## src/rtl/adventure_grid_nav.sv

```systemverilog
// Grid-of-rooms navigator: edge-detected N/E/S/W presses move the player
// across a COLS x ROWS map defined by open-door bitmasks, with one locked
// room, a saturating move counter and a sticky win flag.
module adventure_grid_nav #(
  parameter int                   COLS       = 4,
  parameter int                   ROWS       = 4,
  parameter int                   RW         = $clog2(COLS*ROWS),
  parameter int                   START_ROOM = 0,
  parameter int                   LOCK_ROOM  = 15,
  parameter int                   GOAL_ROOM  = 15,
  parameter logic [COLS*ROWS-1:0] OPEN_E     = '1,
  parameter logic [COLS*ROWS-1:0] OPEN_S     = '1
) (
  input  logic          CLK,
  input  logic          Reset,
  input  logic          N,
  input  logic          E,
  input  logic          S,
  input  logic          W,
  input  logic          sword,
  output logic [RW-1:0] rooms,
  output logic [3:0]    pos_x,
  output logic [3:0]    pos_y,
  output logic          moved,
  output logic          blocked,
  output logic [7:0]    moves,
  output logic          won
);

  localparam logic [3:0] START_X = 4'(START_ROOM % COLS);
  localparam logic [3:0] START_Y = 4'(START_ROOM / COLS);

  logic [3:0]  btn;
  logic [3:0]  prev;
  logic [3:0]  rise;
  logic        press;
  logic        legal;
  int unsigned cx;
  int unsigned cy;
  int unsigned cur;
  int unsigned tx;
  int unsigned ty;
  int unsigned tidx;

  assign btn  = {N, E, S, W};
  assign rise = btn & ~prev;

  // Pick the highest-priority rising edge (N > E > S > W) and judge the move.
  always_comb begin
    cx    = 32'(pos_x);
    cy    = 32'(pos_y);
    cur   = cy * COLS + cx;
    tx    = cx;
    ty    = cy;
    press = 1'b0;
    legal = 1'b0;
    if (!won && rise != '0) begin
      press = 1'b1;
      if (rise[3]) begin
        if (cy > 0 && OPEN_S[RW'(cur - COLS)]) begin
          legal = 1'b1;
          ty    = cy - 1;
        end
      end else if (rise[2]) begin
        if (cx < COLS - 1 && OPEN_E[RW'(cur)]) begin
          legal = 1'b1;
          tx    = cx + 1;
        end
      end else if (rise[1]) begin
        if (cy < ROWS - 1 && OPEN_S[RW'(cur)]) begin
          legal = 1'b1;
          ty    = cy + 1;
        end
      end else begin
        if (cx > 0 && OPEN_E[RW'(cur - 1)]) begin
          legal = 1'b1;
          tx    = cx - 1;
        end
      end
    end
    tidx = ty * COLS + tx;
    if (legal && tidx == LOCK_ROOM && !sword) begin
      legal = 1'b0;
    end
  end

  // Registered position, status pulses, counter and win latch.
  always_ff @(posedge CLK or posedge Reset) begin
    if (Reset) begin
      prev    <= '1;
      rooms   <= RW'(START_ROOM);
      pos_x   <= START_X;
      pos_y   <= START_Y;
      moved   <= 1'b0;
      blocked <= 1'b0;
      moves   <= '0;
      won     <= 1'b0;
    end else begin
      prev    <= btn;
      moved   <= press && legal;
      blocked <= press && !legal;
      if (press && legal) begin
        rooms <= RW'(tidx);
        pos_x <= 4'(tx);
        pos_y <= 4'(ty);
        if (moves != '1) begin
          moves <= moves + 8'd1;
        end
        if (tidx == GOAL_ROOM) begin
          won <= 1'b1;
        end
      end
    end
  end

endmodule

```

## config.mk

```make
export PLATFORM = sky130hd
export DESIGN_NAME = adventure_grid_nav
export DESIGN_NICKNAME = d
export VERILOG_FILES = /design/src/rtl/adventure_grid_nav.sv
export SDC_FILE = /design/constraint.sdc
export NUM_CORES = 1
export LEC_CHECK = 0
export BUFFER_PORTS_ARGS = -buffer_cell sky130_fd_sc_hd__buf_2
export CORE_MARGIN = 5
export CORE_UTILIZATION = 60
export CTS_CLUSTER_SIZE = 24
export DETAILED_ROUTE_END_ITERATION = 12
export PLACE_DENSITY_LB_ADDON = 0.12
export SETUP_SLACK_MARGIN = 0.15
export SYNTH_ARGS = -nofsm -noshare
export SYNTH_HDL_FRONTEND = slang
export SYNTH_SLANG_ARGS = --single-unit
```

## constraint.sdc

```tcl
create_clock -name CLK -period 7.8 [get_ports CLK]
set_input_delay 1.56 -clock CLK [delete_from_list [all_inputs] [get_ports CLK]]
set_output_delay 1.56 -clock CLK [all_outputs]
set_load 0.01 [all_outputs]
```

Word-level counts from Yosys, hierarchy flattened
Memory sizes are Yosys's and may differ from the RTL's.
Cells that the tools add are included.
{"block": "totals", "n_memories": 3, "rom_bits": 48, "output_inout_bits": 23, "in_bits": 7, "elab_cells": 71, "regBits": 27}
{"name": "(name not given)", "depth": 16, "width": 1, "read_ports": 1, "rd_clocked_by_memory_dff": 0, "wr": 0, "line_no": "75", "source": "if (cx > 0 && OPEN_E[RW'(cur - 1)]) begin"}
{"name": "(name not given)", "depth": 16, "width": 1, "read_ports": 1, "rd_clocked_by_memory_dff": 0, "wr": 0, "line_no": "70", "source": "if (cy < ROWS - 1 && OPEN_S[RW'(cur)]) begin"}
{"name": "(name not given)", "depth": 16, "width": 1, "read_ports": 1, "rd_clocked_by_memory_dff": 0, "wr": 0, "line_no": "60", "source": "if (cy > 0 && OPEN_S[RW'(cur - COLS)]) begin"}
{"block": "op_classes", "n_reduce_logical": 15, "order_cmp": 7, "muxes": 25, "n_eq_ne": 2, "addsub": 9, "bitwise_logic": 2}
{"operator": "32-bit two-way mux", "n": 5}
{"operator": "30-bit two-way mux", "n": 3}
{"operator": "32-bit adder", "n": 1}
{"operator": "32-bit by 4-bit equality test with 1-bit output (second input constant)", "n": 1}
{"operator": "5-bit two-way mux", "n": 4}
{"operator": "4-bit by 5-bit < comparator with 1-bit output (second input constant)", "n": 3}
{"operator": "1-bit two-way mux", "n": 13}
{"operator": "4-bit by 1-bit adder with 5-bit output (second input constant)", "n": 2}
{"operator": "4-bit by 1-bit subtractor with 5-bit output (second input constant)", "n": 2}
{"operator": "1-bit logical AND", "n": 9}
{"operator": "8-bit by 1-bit adder with 8-bit output (second input constant)", "n": 1}
{"operator": "4-bit by 1-bit greater-than comparator with 1-bit output (second input constant)", "n": 2}
{"operator": "4-bit by 2-bit < comparator with 1-bit output (second input constant)", "n": 2}
{"operator": "8-bit inequality test (second input constant)", "n": 1}
{"operator": "4-bit adder", "n": 1}
{"operator": "4-bit AND", "n": 1}
{"operator": "4-bit inverter", "n": 1}
{"operator": "2-bit AND reduction", "n": 2}
{"operator": "4-bit nonzero test", "n": 1}
{"operator": "4-bit by 1-bit subtractor with 4-bit output (second input constant)", "n": 1}
{"operator": "4-bit by 3-bit subtractor with 4-bit output (second input constant)", "n": 1}
{"operator": "1-bit logical NOT", "n": 3}

Depth between registers and ports, before layout
Gate-level depths: netlist of the first run.
{"block": "depth", "ltp_word": 17, "depth_mapped": 21}

Worst setup path after synthesis of the first run
No wires, ideal clock.
{"block": "synth_timing", "path_kind": "input to register", "start": "input port S", "end": "register pos_x[2]", "stages": 21, "t_required_ps": 7675, "arrival_time_ps": 5761, "path_slack_ps": 1914, "cell_sequence": "and2b_1 -> o311ai_2 -> inv_1 -> a21oi_1 -> nor2_1 -> a311oi_1 -> ha_1 -> nand3_1 -> a21oi_1 -> o21ai_0 -> nand2b_1 -> a21o_1 -> fa_1 -> nand4bb_1 -> nor4_1 -> o2111ai_1 -> nor3_1 -> nand4_2 -> nand2b_1 -> buf_2 -> mux2_2"}
{"block": "synth_between", "elab_chain_len": 11, "elab_cells_between_ends": 22, "classes_between": "1 x add/sub; 1 x eq/ne; 14 x mux; 1 x bitwise; 5 x reduce/logical"}
{"element": "start, declared", "line_no": "18", "source": "input logic S,"}
{"element": "4-bit AND (*)", "line_no": "46", "source": "assign rise = btn & ~prev;"}
{"element": "5-bit two-way mux", "line_no": "69", "source": "end else if (rise[1]) begin"}
{"element": "5-bit two-way mux", "line_no": "64", "source": "end else if (rise[2]) begin"}
{"element": "30-bit two-way mux", "line_no": "59", "source": "if (rise[3]) begin"}
{"element": "30-bit two-way mux (*)", "line_no": "57", "source": "if (!won && rise != '0) begin"}
{"element": "net ty[1]", "line_no": "42", "source": "int unsigned ty;"}
{"element": "32-bit adder (*)", "line_no": "81", "source": "tidx = ty * COLS + tx;"}
{"element": "32-bit by 4-bit equality test with 1-bit output (*)", "line_no": "82", "source": "if (legal && tidx == LOCK_ROOM && !sword) begin"}
{"element": "1-bit logical AND (*) (2 in a row)", "line_no": "82"}
{"element": "1-bit two-way mux (*)", "line_no": "82"}
{"element": "1-bit logical AND (*)", "line_no": "102", "source": "if (press && legal) begin"}
{"element": "end signal, assigned", "line_no": "104", "source": "pos_x <= 4'(tx);"}
{"element": "end, declared", "line_no": "22", "source": "output logic [3:0] pos_x,"}
The timed path passes the listed nets; every way through them passes the cells marked *.
A chain may end at the register's enable or synchronous reset.

Final worst setup path of the first run
{"block": "layout_timing", "start": "input port S", "end": "register pos_y[2]"}
{"block": "layout_between", "elab_chain_len": 11, "elab_cells_between_ends": 22, "classes_between": "1 x add/sub; 1 x eq/ne; 14 x mux; 1 x bitwise; 5 x reduce/logical"}
{"element": "4-bit AND (*)", "line_no": "46"}
{"element": "5-bit two-way mux", "line_no": "69"}
{"element": "5-bit two-way mux", "line_no": "64"}
{"element": "30-bit two-way mux", "line_no": "59"}
{"element": "30-bit two-way mux (*)", "line_no": "57"}
{"element": "net ty[1]", "line_no": "42"}
{"element": "32-bit adder (*)", "line_no": "81"}
{"element": "32-bit by 4-bit equality test with 1-bit output (*)", "line_no": "82"}
{"element": "1-bit logical AND (*) (2 in a row)", "line_no": "82"}
{"element": "1-bit two-way mux (*)", "line_no": "82"}
{"element": "1-bit logical AND (*)", "line_no": "102"}
{"element": "end signal, assigned", "line_no": "105", "source": "pos_y <= 4'(ty);"}
{"element": "end, declared", "line_no": "23", "source": "output logic [3:0] pos_y,"}
Marked as above.

==> metrics.txt, run 1 <==
outcome complete, no violations; Arr. time, crit path 6.98 ns; final setup fails 0; initial DRC count 155; GP Congestion 0.938; Worst Path Max Fanout 12; # Post-CTS Setup Buffers 0; ys flop type dfrtp_1; Leak Pwr 1.05 nW; clock tree from TritonCTS yes; CTS Hold Buffers Added 0; cell row count 20; worst hold path class reg -> reg; Async S/R FF share, synth 100%; WL final 4.18 mm; Num Clock Sinks 25; Slew Limit Fails 0; Synth top area share 26.6%; Setup crit start kind primary input; CP Cell Sequence buf_2 -> and2b_1 -> o311ai_2 -> inv_1 -> a21oi_1 -> nor2_1 -> a311oi_1 -> ha_1 -> nand3_1 -> a21oi_1 -> o21ai_0 -> nand2b_1 -> a21o_1 -> fa_1 -> nand4bb_1 -> nor4_1 -> o2111ai_1 -> nor3_1 -> nand4_2 -> nand2b_1 -> mux2_2; chip height 67.4 um; Resized cells post-CTS 0; DRT Pass-1 Iters 4; cell family with most CP delay simple AND/OR/NAND/NOR gates; fin crit period 6.77 ns; largest stage delay on the critical path 0.54 ns; layout cell share with drive strength beyond 1 22.8%; first-pass GRT wire length 7.20 mm; Worst path slowest cell a311oi_1; Util after Layout 69.7%; yosys warns 0; worst vdd ir 104 uV; Die W 67.4 um; met1 Track Usage GR 28.0%; clock latency on the worst-skew pair 0.31 ns; Worst slew margin 38.0%; area occupied by multi-input gates 0.00125 mm^2; post-synthesis cell type count 48; DRC 0; initial antenna violation count 0; final hold vios 0; DP Cell Count 272; Routed Antenna Nets 0; io pins 30; total nets after synthesis 236; Ant. Diodes 0; fmax 0.148 GHz; fin crit share 86.8%; final net count 262; Yosys top cell by area dfrtp_1; largest net degree at the start of global routing 26; fill cell count 278; setup TNS 0 ns; Pwr Total 224 uW; DP Wirelength 3.29 mm; unrepaired setup endpoints after global routing no; synth top area cells dfrtp_1 (27%), fa_1 (9.1%), ha_1 (8.2%); Syn Area/Cell 9.56 um^2; CP Capture Type flop; Pwr Density 104 mW/mm^2; port bufs 29; EDFF count, synth 0; count leader, synth dfrtp_1; initial core utilization 63.7%; Root Buffer clkbuf_4; Worst-Margin Slew 0.929 ns; critical path class in -> reg; Mapped Area 0.00198 mm^2; GR peak layer met2; clk slew on worst S/H paths 0.13 ns; grt ovf 0; met3 usage 4.99%; Buf/Inv on CP 2; P&R area growth vs syn 9.30%; maxcap violations 0; CTS buffer count 3; Non-Filler Instances 276; Via Count 1612; Seq cells post-synth 25; CTS HTree Levels 1; Critical Path RT 8.01 ns; DR vias/cell 5.84; vias in the first global route 1594; core area 0.00310 mm^2; M2 GR Usage 33.0%; Die ar. 0.00455 mm^2; routed length per instance 15.1 um; synth cell count leaders dfrtp_1 (21), inv_1 (15), ha_1 (13), nand2_1 (13), nor3_1 (13); Gate Count Post-Synth 207; hold slack final 0.526 ns; Layout Skew 0.00448 ns; Register Area 631 um^2; sequential area share after synthesis 31.9%; Tot GR Track Use 20.3%; clk buf depth 2
[layout by cell type (no fill, tap or decap), drive strengths merged, types with 8 or more instances in the layout]
cell type,count
nor3,13
nor4,8
buf,29
nand2,13
dfrtp,21
a21oi,8
ha,13
nand3,8
fa,9
inv,15
nor2,12
nand2b,9
mux2,11
[final timing paths]
check                                 to  cells past startpoint  startpoint  slack [ns]
worst min register to register  rooms[3]                      1    rooms[3]        0.53
min in group asynchronous       pos_y[1]                      2       Reset        1.43
worst max register to register  pos_y[2]                     20     prev[1]        1.83
max in group asynchronous       pos_y[3]                      2       Reset        5.81
worst min-delay path            rooms[3]                      1    rooms[3]        0.53
worst max-delay path            pos_y[2]                     21           S        1.03
[metal layers]
metal	vias to the layer above	part of all wire, %
met5	-	0
met4	0	0.89
met3	4	6.2
met2	57	46
met1	762	47
li1	789	-
[cell families (layout without fill, tap and decap cells)]
group | count (synthesis) | in the layout | synth area share [%]
adder cells (fa/ha/maj) | 22 | 22 | 17.3
flip-flops | 25 | 25 | 31.9
AO/OA/AOI/OAI | 35 | 35 | 12.6
buffers and inverters | 23 | 48 | 5.06
XOR/XNOR | 8 | 8 | 3.54
multiplexers | 11 | 11 | 6.26
AND/OR/NAND/NOR | 83 | 83 | 23.3
[stage by stage]
step	instance area (um^2)	setup slack, ns
2_1_floorplan	1980	1.91
3_3_place_gp	2130	0.897
3_5_place_dp	2130	0.750
4_1_cts	2160	1.07
5_1_grt	2160	0.478
6_report	2160	1.03
[layout make-up]
| type | instances | share of cell area [%] |
|---|---|---|
| Clock buffer | 3 | 1.04 |
| Inverter | 15 | 2.60 |
| Timing Repair Buffer | 29 | 6.71 |
| Tap cell | 44 | 2.55 |
| Multi-Input combinational cell | 159 | 57.7 |
| Clock inverter | 1 | 0.231 |
| Sequential cell | 25 | 29.2 |
[registers in the layout, indices dropped and copies added (netlist names)]
name,count
moves,8
blocked,1
prev,4
pos_y,4
won,1
pos_x,2
rooms,4
moved,1
[power breakdown]
part           leakage, nW  switching [mW]  total, mW  internal [mW]
combinational        0.727          0.0157     0.0269         0.0112
sequential           0.301         0.00570      0.141          0.135
clock               0.0177          0.0368     0.0559         0.0192
Note: power is estimated with default switching activity, not from simulation.
==> run 2, diff against run 1 <==
Settings changed: CORE_UTILIZATION 60 to 61.
==> run 2 against run 1 <==
  * Sequential power hardly changed
  * Via count is 2.8% higher
  * Clock-buffer cell count is 1 higher
  * Flip-flop and latch count stayed put
  * Register-to-register slack hardly changed
  * Design area hardly changed
  * Routed wire length is 2.0% higher
  * Sequential share of layout area hardly changed
  * Combinational power hardly changed
  * Largest cell class unchanged
  * Largest power group unchanged
  * Highest routed layer unchanged
==> metrics.txt, run 2 (same netlist as run 1, synthesis figures left out) <==
Via Count 1657 (+2.8%); maxcap violations 0 (unchanged); commonest non-fill, non-tap cell in the layout buf_2; vias in the first global route 1612 (+1.1%); Crit Reg-Reg Startpoint prev[1]; outcome complete, no violations; setup TNS 0 ns (unchanged); most frequent cells in the layout buf_2 (29), dfrtp_1 (21), inv_1 (15); fmax 0.148 GHz (+0.27%); port bufs 29 (unchanged); Non-Filler Instances 276 (unchanged); CP Capture Type flop; CP Cell Sequence buf_2 -> and2b_1 -> o311ai_2 -> inv_1 -> a21oi_1 -> nor2_1 -> a311oi_1 -> ha_1 -> nand3_1 -> a21oi_1 -> o21ai_0 -> nand2b_1 -> a21o_1 -> fa_1 -> nand4bb_1 -> nor4_1 -> o2111ai_1 -> nor3_1 -> nand4_2 -> nand2b_1 -> mux2_2; Tot GR Track Use 20.7% (+0.46 points); unrepaired setup endpoints after global routing no; clk slew on worst S/H paths 0.13 ns (about the same); Register Area 631 um^2 (unchanged); P&R area growth vs syn 9.23% (about the same); routed length per instance 15.4 um (+2.0%); Root Buffer clkbuf_4; io pins 30 (unchanged); clock latency on the worst-skew pair 0.33 ns (+0.02 ns); critical path class in -> reg; max reg flops 8 (unchanged); grt ovf 0 (unchanged); Routed Antenna Nets 0 (unchanged); largest stage delay on the critical path 0.53 ns (about the same); worst vdd ir 114 uV (+9.5%); CTS Hold Buffers Added 0 (unchanged); CTS HTree Levels 1 (unchanged); Leak Pwr 1.04 nW (-0.26%); DRC 0 (unchanged); Die W 66.9 um (-0.70%); Worst Path Max Fanout 12 (unchanged); initial core utilization 64.3% (+0.52 points); pre-CTS worst setup slack 0.770 ns (+0.0200 ns); # Post-CTS Setup Buffers 0 (unchanged); final hold vios 0 (unchanged); Worst-Margin Slew 0.922 ns (-0.00728 ns); cell family with most CP delay simple AND/OR/NAND/NOR gates; worst-case reg-to-reg path depth 20 (unchanged); Top reg by flops moves; WL final 4.26 mm (+2.0%); CP startpoint S; Die ar. 0.00448 mm^2 (-1.4%); Resized cells post-CTS 0 (unchanged); cell row count 20 (unchanged); first-pass GRT wire length 7.27 mm (+0.96%); Worst path slowest cell a311oi_1; chip height 66.9 um (-0.70%); layout cell share with drive strength beyond 1 22.4% (-0.43 points); worst hold path class reg -> reg; Critical Path RT 8.03 ns (+0.02 ns); Num Clock Sinks 25 (unchanged); Worst slew margin 38.5% (+0.49 points); core area 0.00308 mm^2 (-0.81%); clk buf depth 2 (unchanged); CTS buffer count 3 (unchanged); critical path depth in cells 21 (unchanged); clock tree from TritonCTS yes; fill cell count 256 (-7.9%); DP Cell Count 272 (unchanged); DP Wirelength 3.32 mm (+1.2%); Setup crit start kind primary input; Pwr Density 106 mW/mm^2 (+2.4%); Arr. time, crit path 6.98 ns (about the same); final net count 262 (unchanged); DRT Pass-1 Iters 4 (unchanged); hold depth 1 (unchanged); initial antenna violation count 0 (unchanged); fin crit share 86.6% (-0.23 points); fin crit period 6.75 ns (-0.0180 ns); largest net degree at the start of global routing 26 (unchanged); final worst slack 1.05 ns (+0.0180 ns); DR vias/cell 6.00 (+2.8%); Layout Skew 0.00610 ns (+0.00161 ns); final setup fails 0 (unchanged); Buf/Inv on CP 2 (unchanged); Slew Limit Fails 0 (unchanged); GP Congestion 0.995 (+6.1%); area occupied by multi-input gates 0.00125 mm^2 (unchanged); initial DRC count 163 (+5.2%); Hold Path Origin rooms[2]; Ant. Diodes 0 (unchanged)
run 2: changes by cell type in the layout (fill, tap and decap cells not counted):
| cell | delta |
|---|---|
| clkbuf_1 | +1 |
| clkinv_2 | -1 |
run 2: layout make-up:
| class | count | area share [%] |
|---|---|---|
| multi-input combinational | 159 | 57.7 |
| sequential | 25 | 29.2 |
| timing repair buffer | 29 | 6.72 |
| inverter | 15 | 2.61 |
| tap | 44 | 2.55 |
| clock buffer | 4 | 1.22 |
run 2: worst paths after layout:
| path | end | slack (ns) |
|---|---|---|
| hold / removal | rooms[2] | 0.52 |
| min in group asynchronous | moved | 1.40 |
| max in group asynchronous | rooms[2] | 5.83 |
| setup / recovery | rooms[3] | 1.05 |
| setup reg to reg | rooms[3] | 1.82 |
| hold reg to reg | rooms[2] | 0.52 |
run 2: report_power, final:
part           switching, mW  internal (mW)
clock network         0.0408         0.0201
logic                 0.0158         0.0112
registers            0.00587          0.135
run 2: metrics by stage:
| step | utilization [%] | area, um^2 | power (mW) | hold WS, ns |
|---|---|---|---|---|
| 2_1_floorplan | - | 1980 | 0.160 | 0.530 |
| 3_3_place_gp | 69.3 | 2130 | 0.170 | 0.488 |
| 6_report | 70.2 | 2160 | 0.229 | 0.519 |
| 4_1_cts | 70.2 | 2160 | 0.229 | 0.525 |
| 3_5_place_dp | 69.3 | 2130 | 0.170 | 0.494 |
| 5_1_grt | 70.2 | 2160 | 0.238 | 0.541 |
run 2: layer usage:
metal  GRT usage, %  share of wire, %  wire length (um)  vias to the layer above
li1               -                 -                 -                      790
met1           28.8                45              1930                      790
met2           34.3                47              2020                       69
met3           3.20               6.3               270                        8
met4           3.80              0.96                41                        0
met5              0                 0                 0                        -
==> run 3, diff against run 2 <==
Settings changed: ABC_AREA set to 1, CORE_UTILIZATION 61 to 62.
==> run 3 against run 2 <==
  * Worst setup slack better by 1.2 ns
  * Design area is 8.9% higher
  * Clock skew is 0.0020 ns lower
  * Register-to-register slack better by 1.2 ns
  * Clock power is 4.6% higher
  * Sequential power is 60% higher
  * First-iteration DRC count is 28% lower
  * Flip-flop and latch count stayed put
  * Critical path depth is 9 higher
  * Utilization is 0.23 points lower
  * Clock-buffer cell count is 1 lower
  * Critical endpoint is now pos_y[3]
==> metrics.txt, run 3 <==
fin crit period 5.51 ns (-1.24 ns); Seq cells post-synth 25 (unchanged); reg2reg setup slack 3.07 ns (+1.25 ns); hold slack final 0.521 ns (+0.00235 ns); switching power 425 uW (+580%); largest stage delay on the critical path 0.44 ns (-0.09 ns); clk slew on worst S/H paths 0.15 ns (+0.02 ns); Syn Area/Cell 7.96 um^2 (-17%); cell family with most CP delay simple AND/OR/NAND/NOR gates; P&R area growth vs syn 9.17% (about the same); synth cell count leaders nand2_1 (67), inv_1 (35), dfrtp_1 (21); Pwr Density 347 mW/mm^2 (+230%); final worst slack 2.29 ns (+1.24 ns); Util after Layout 70.0% (-0.23 points); clk buf depth 2 (unchanged); core area 0.00336 mm^2 (+9.3%); yosys warns 0 (unchanged); DP Wirelength 3.65 mm (+9.9%); most frequent cells in the layout nand2_1 (67), inv_1 (35), buf_2 (29); setup TNS 0 ns (unchanged); outcome complete, no violations; clock tree from TritonCTS yes; Setup crit start kind primary input; pre-CTS worst setup slack 1.92 ns (+1.15 ns); Register Area 631 um^2 (unchanged); Mapped Area 0.00216 mm^2 (+9.0%); final hold vios 0 (unchanged); fmax 0.181 GHz (+23%); Worst slew margin 37.7% (-0.78 points); Async S/R FF share, synth 100% (unchanged); ys flop type dfrtp_1; Critical Path RT 8.04 ns (about the same); max reg flops 8 (unchanged); WL final 4.56 mm (+7.0%); Leak Pwr 1.28 nW (+23%); largest net degree at the start of global routing 26 (unchanged); Via Count 1814 (+9.5%); initial core utilization 64.1% (-0.17 points); count leader, synth nand2_1; CP Capture Type flop; layout cell share with drive strength beyond 1 21.9% (-0.49 points); Worst-Margin Slew 0.933 ns (+0.0117 ns); Die W 69.0 um (+3.0%); DR vias/cell 5.23 (-13%); Ant. Diodes 0 (unchanged); initial antenna violation count 0 (unchanged); final net count 331 (+26%); maxcap violations 0 (unchanged); Pwr Total 817 uW (+260%); Buf/Inv on CP 5 (+3); commonest non-fill, non-tap cell in the layout nand2_1; Synth top area share 24.4% (-2.2 points); switching fraction of total power 52.0% (+25 points); Layout Skew 0.00411 ns (-0.00198 ns); critical path class in -> reg; Top reg by flops moves; EDFF count, synth 0 (unchanged); Reg power frac 27.5% (-34 points); routed length per instance 13.1 um (-15%); Clock Power Share 7.8% (-19 points); combinational power share 64.7% (+53 points); DRT Pass-1 Iters 4 (unchanged); Worst path slowest cell fa_1; Resized cells post-CTS 0 (unchanged); Gate Count Post-Synth 271 (+31%); io pins 30 (unchanged); Slew Limit Fails 0 (unchanged); worst vdd ir 182 uV (+60%); Num Clock Sinks 25 (unchanged); CP dominant cell by count nand2_1; Root Buffer clkbuf_4; CTS HTree Levels 1 (unchanged); DRC 0 (unchanged); sequential area share after synthesis 29.3% (-2.6 points); fin crit share 70.7% (-16 points); first-pass GRT wire length 7.81 mm (+7.4%); Worst Path Max Fanout 17 (+5); GP Congestion 0.890 (-11%); final setup fails 0 (unchanged); fill cell count 314 (+23%); Die ar. 0.00476 mm^2 (+6.1%); internal power 392 uW (+140%); worst hold path class reg -> reg; total nets after synthesis 300 (+27%); unrepaired setup endpoints after global routing no; # Post-CTS Setup Buffers 0 (unchanged); synth top area cells dfrtp_1 (24%), nand2_1 (12%), fa_1 (8.4%); CTS Hold Buffers Added 0 (unchanged); Arr. time, crit path 5.75 ns (-1.23 ns); initial DRC count 117 (-28%); vias in the first global route 1665 (+3.3%); Tot GR Track Use 22.3% (+1.5 points); cell row count 21 (+5.0%); clock latency on the worst-skew pair 0.34 ns (about the same); CTS buffer count 3 (unchanged); Yosys top cell by area dfrtp_1; chip height 69.0 um (+3.0%); port bufs 29 (unchanged); post-synthesis cell type count 39 (-19%); area occupied by multi-input gates 0.00134 mm^2 (+7.7%); grt ovf 0 (unchanged); Routed Antenna Nets 0 (unchanged)
-- run 3: cell type report --
cell class | count | share of cell area [%]
Clock buffer | 3 | 0.957
Clock inverter | 1 | 0.319
Inverter | 39 | 6.22
Multi-Input combinational cell | 204 | 57.1
Sequential cell | 25 | 26.8
Tap cell | 46 | 2.45
Timing Repair Buffer | 29 | 6.17
-- run 3: worst reg2reg max path, delay by kind of cell (launching register included) --
| family | cells | cell delay, ns |
|---|---|---|
| AND/OR/NAND/NOR | 15 | 1.68 |
| adder cells (fa/ha/maj) | 4 | 1.31 |
| AO/OA/AOI/OAI | 3 | 0.48 |
| flip-flops | 1 | 0.47 |
| buffers and inverters | 5 | 0.45 |
| XOR/XNOR | 1 | 0.26 |
-- run 3: layer usage --
layer | global-route usage, % | up-vias | share of wire, %
met2 | 36.0 | 43 | 46
met1 | 31.3 | 821 | 48
met5 | 0 | - | 0
li1 | - | 943 | -
met3 | 1.62 | 7 | 3.7
met4 | 8.03 | 0 | 1.8
-- run 3: kinds of logic (layout without fill, tap and decap cells) --
family                   count (synthesis)  after routing  synth area share [%]
XOR/XNOR                                 9              9                  3.66
adder cells (fa/ha/maj)                 22             22                  15.9
AND/OR/NAND/NOR                        141            141                  32.4
buffers and inverters                   42             72                  8.42
flip-flops                              25             25                  29.3
AO/OA/AOI/OAI                           32             32                  10.3
-- run 3: path summary, 6_finish.rpt --
path,endpoint,cells past startpoint,startpoint
setup / recovery,pos_y[3],30,N
hold / removal,rooms[2],2,rooms[2]
setup reg to reg,pos_y[3],28,pos_y[0]
hold reg to reg,rooms[2],2,rooms[2]
max in group asynchronous,rooms[1],2,Reset
min in group asynchronous,won,2,Reset
-- run 3: power groups by stage --
stage / Clock [mW] / Combinational (mW) / Sequential, mW
2_1_floorplan: 0 / 0.386 / 0.235
3_3_place_gp: 0 / 0.514 / 0.227
3_5_place_dp: 0 / 0.526 / 0.227
4_1_cts: 0.0661 / 0.529 / 0.224
5_1_grt: 0.0715 / 0.595 / 0.233
6_report: 0.0636 / 0.529 / 0.225
-- run 3: stage by stage --
step	instances	area [um^2]
3_5_place_dp	343	2320
4_1_cts	347	2350
3_3_place_gp	343	2320
5_1_grt	347	2350
2_1_floorplan	271	2160
6_report	347	2350
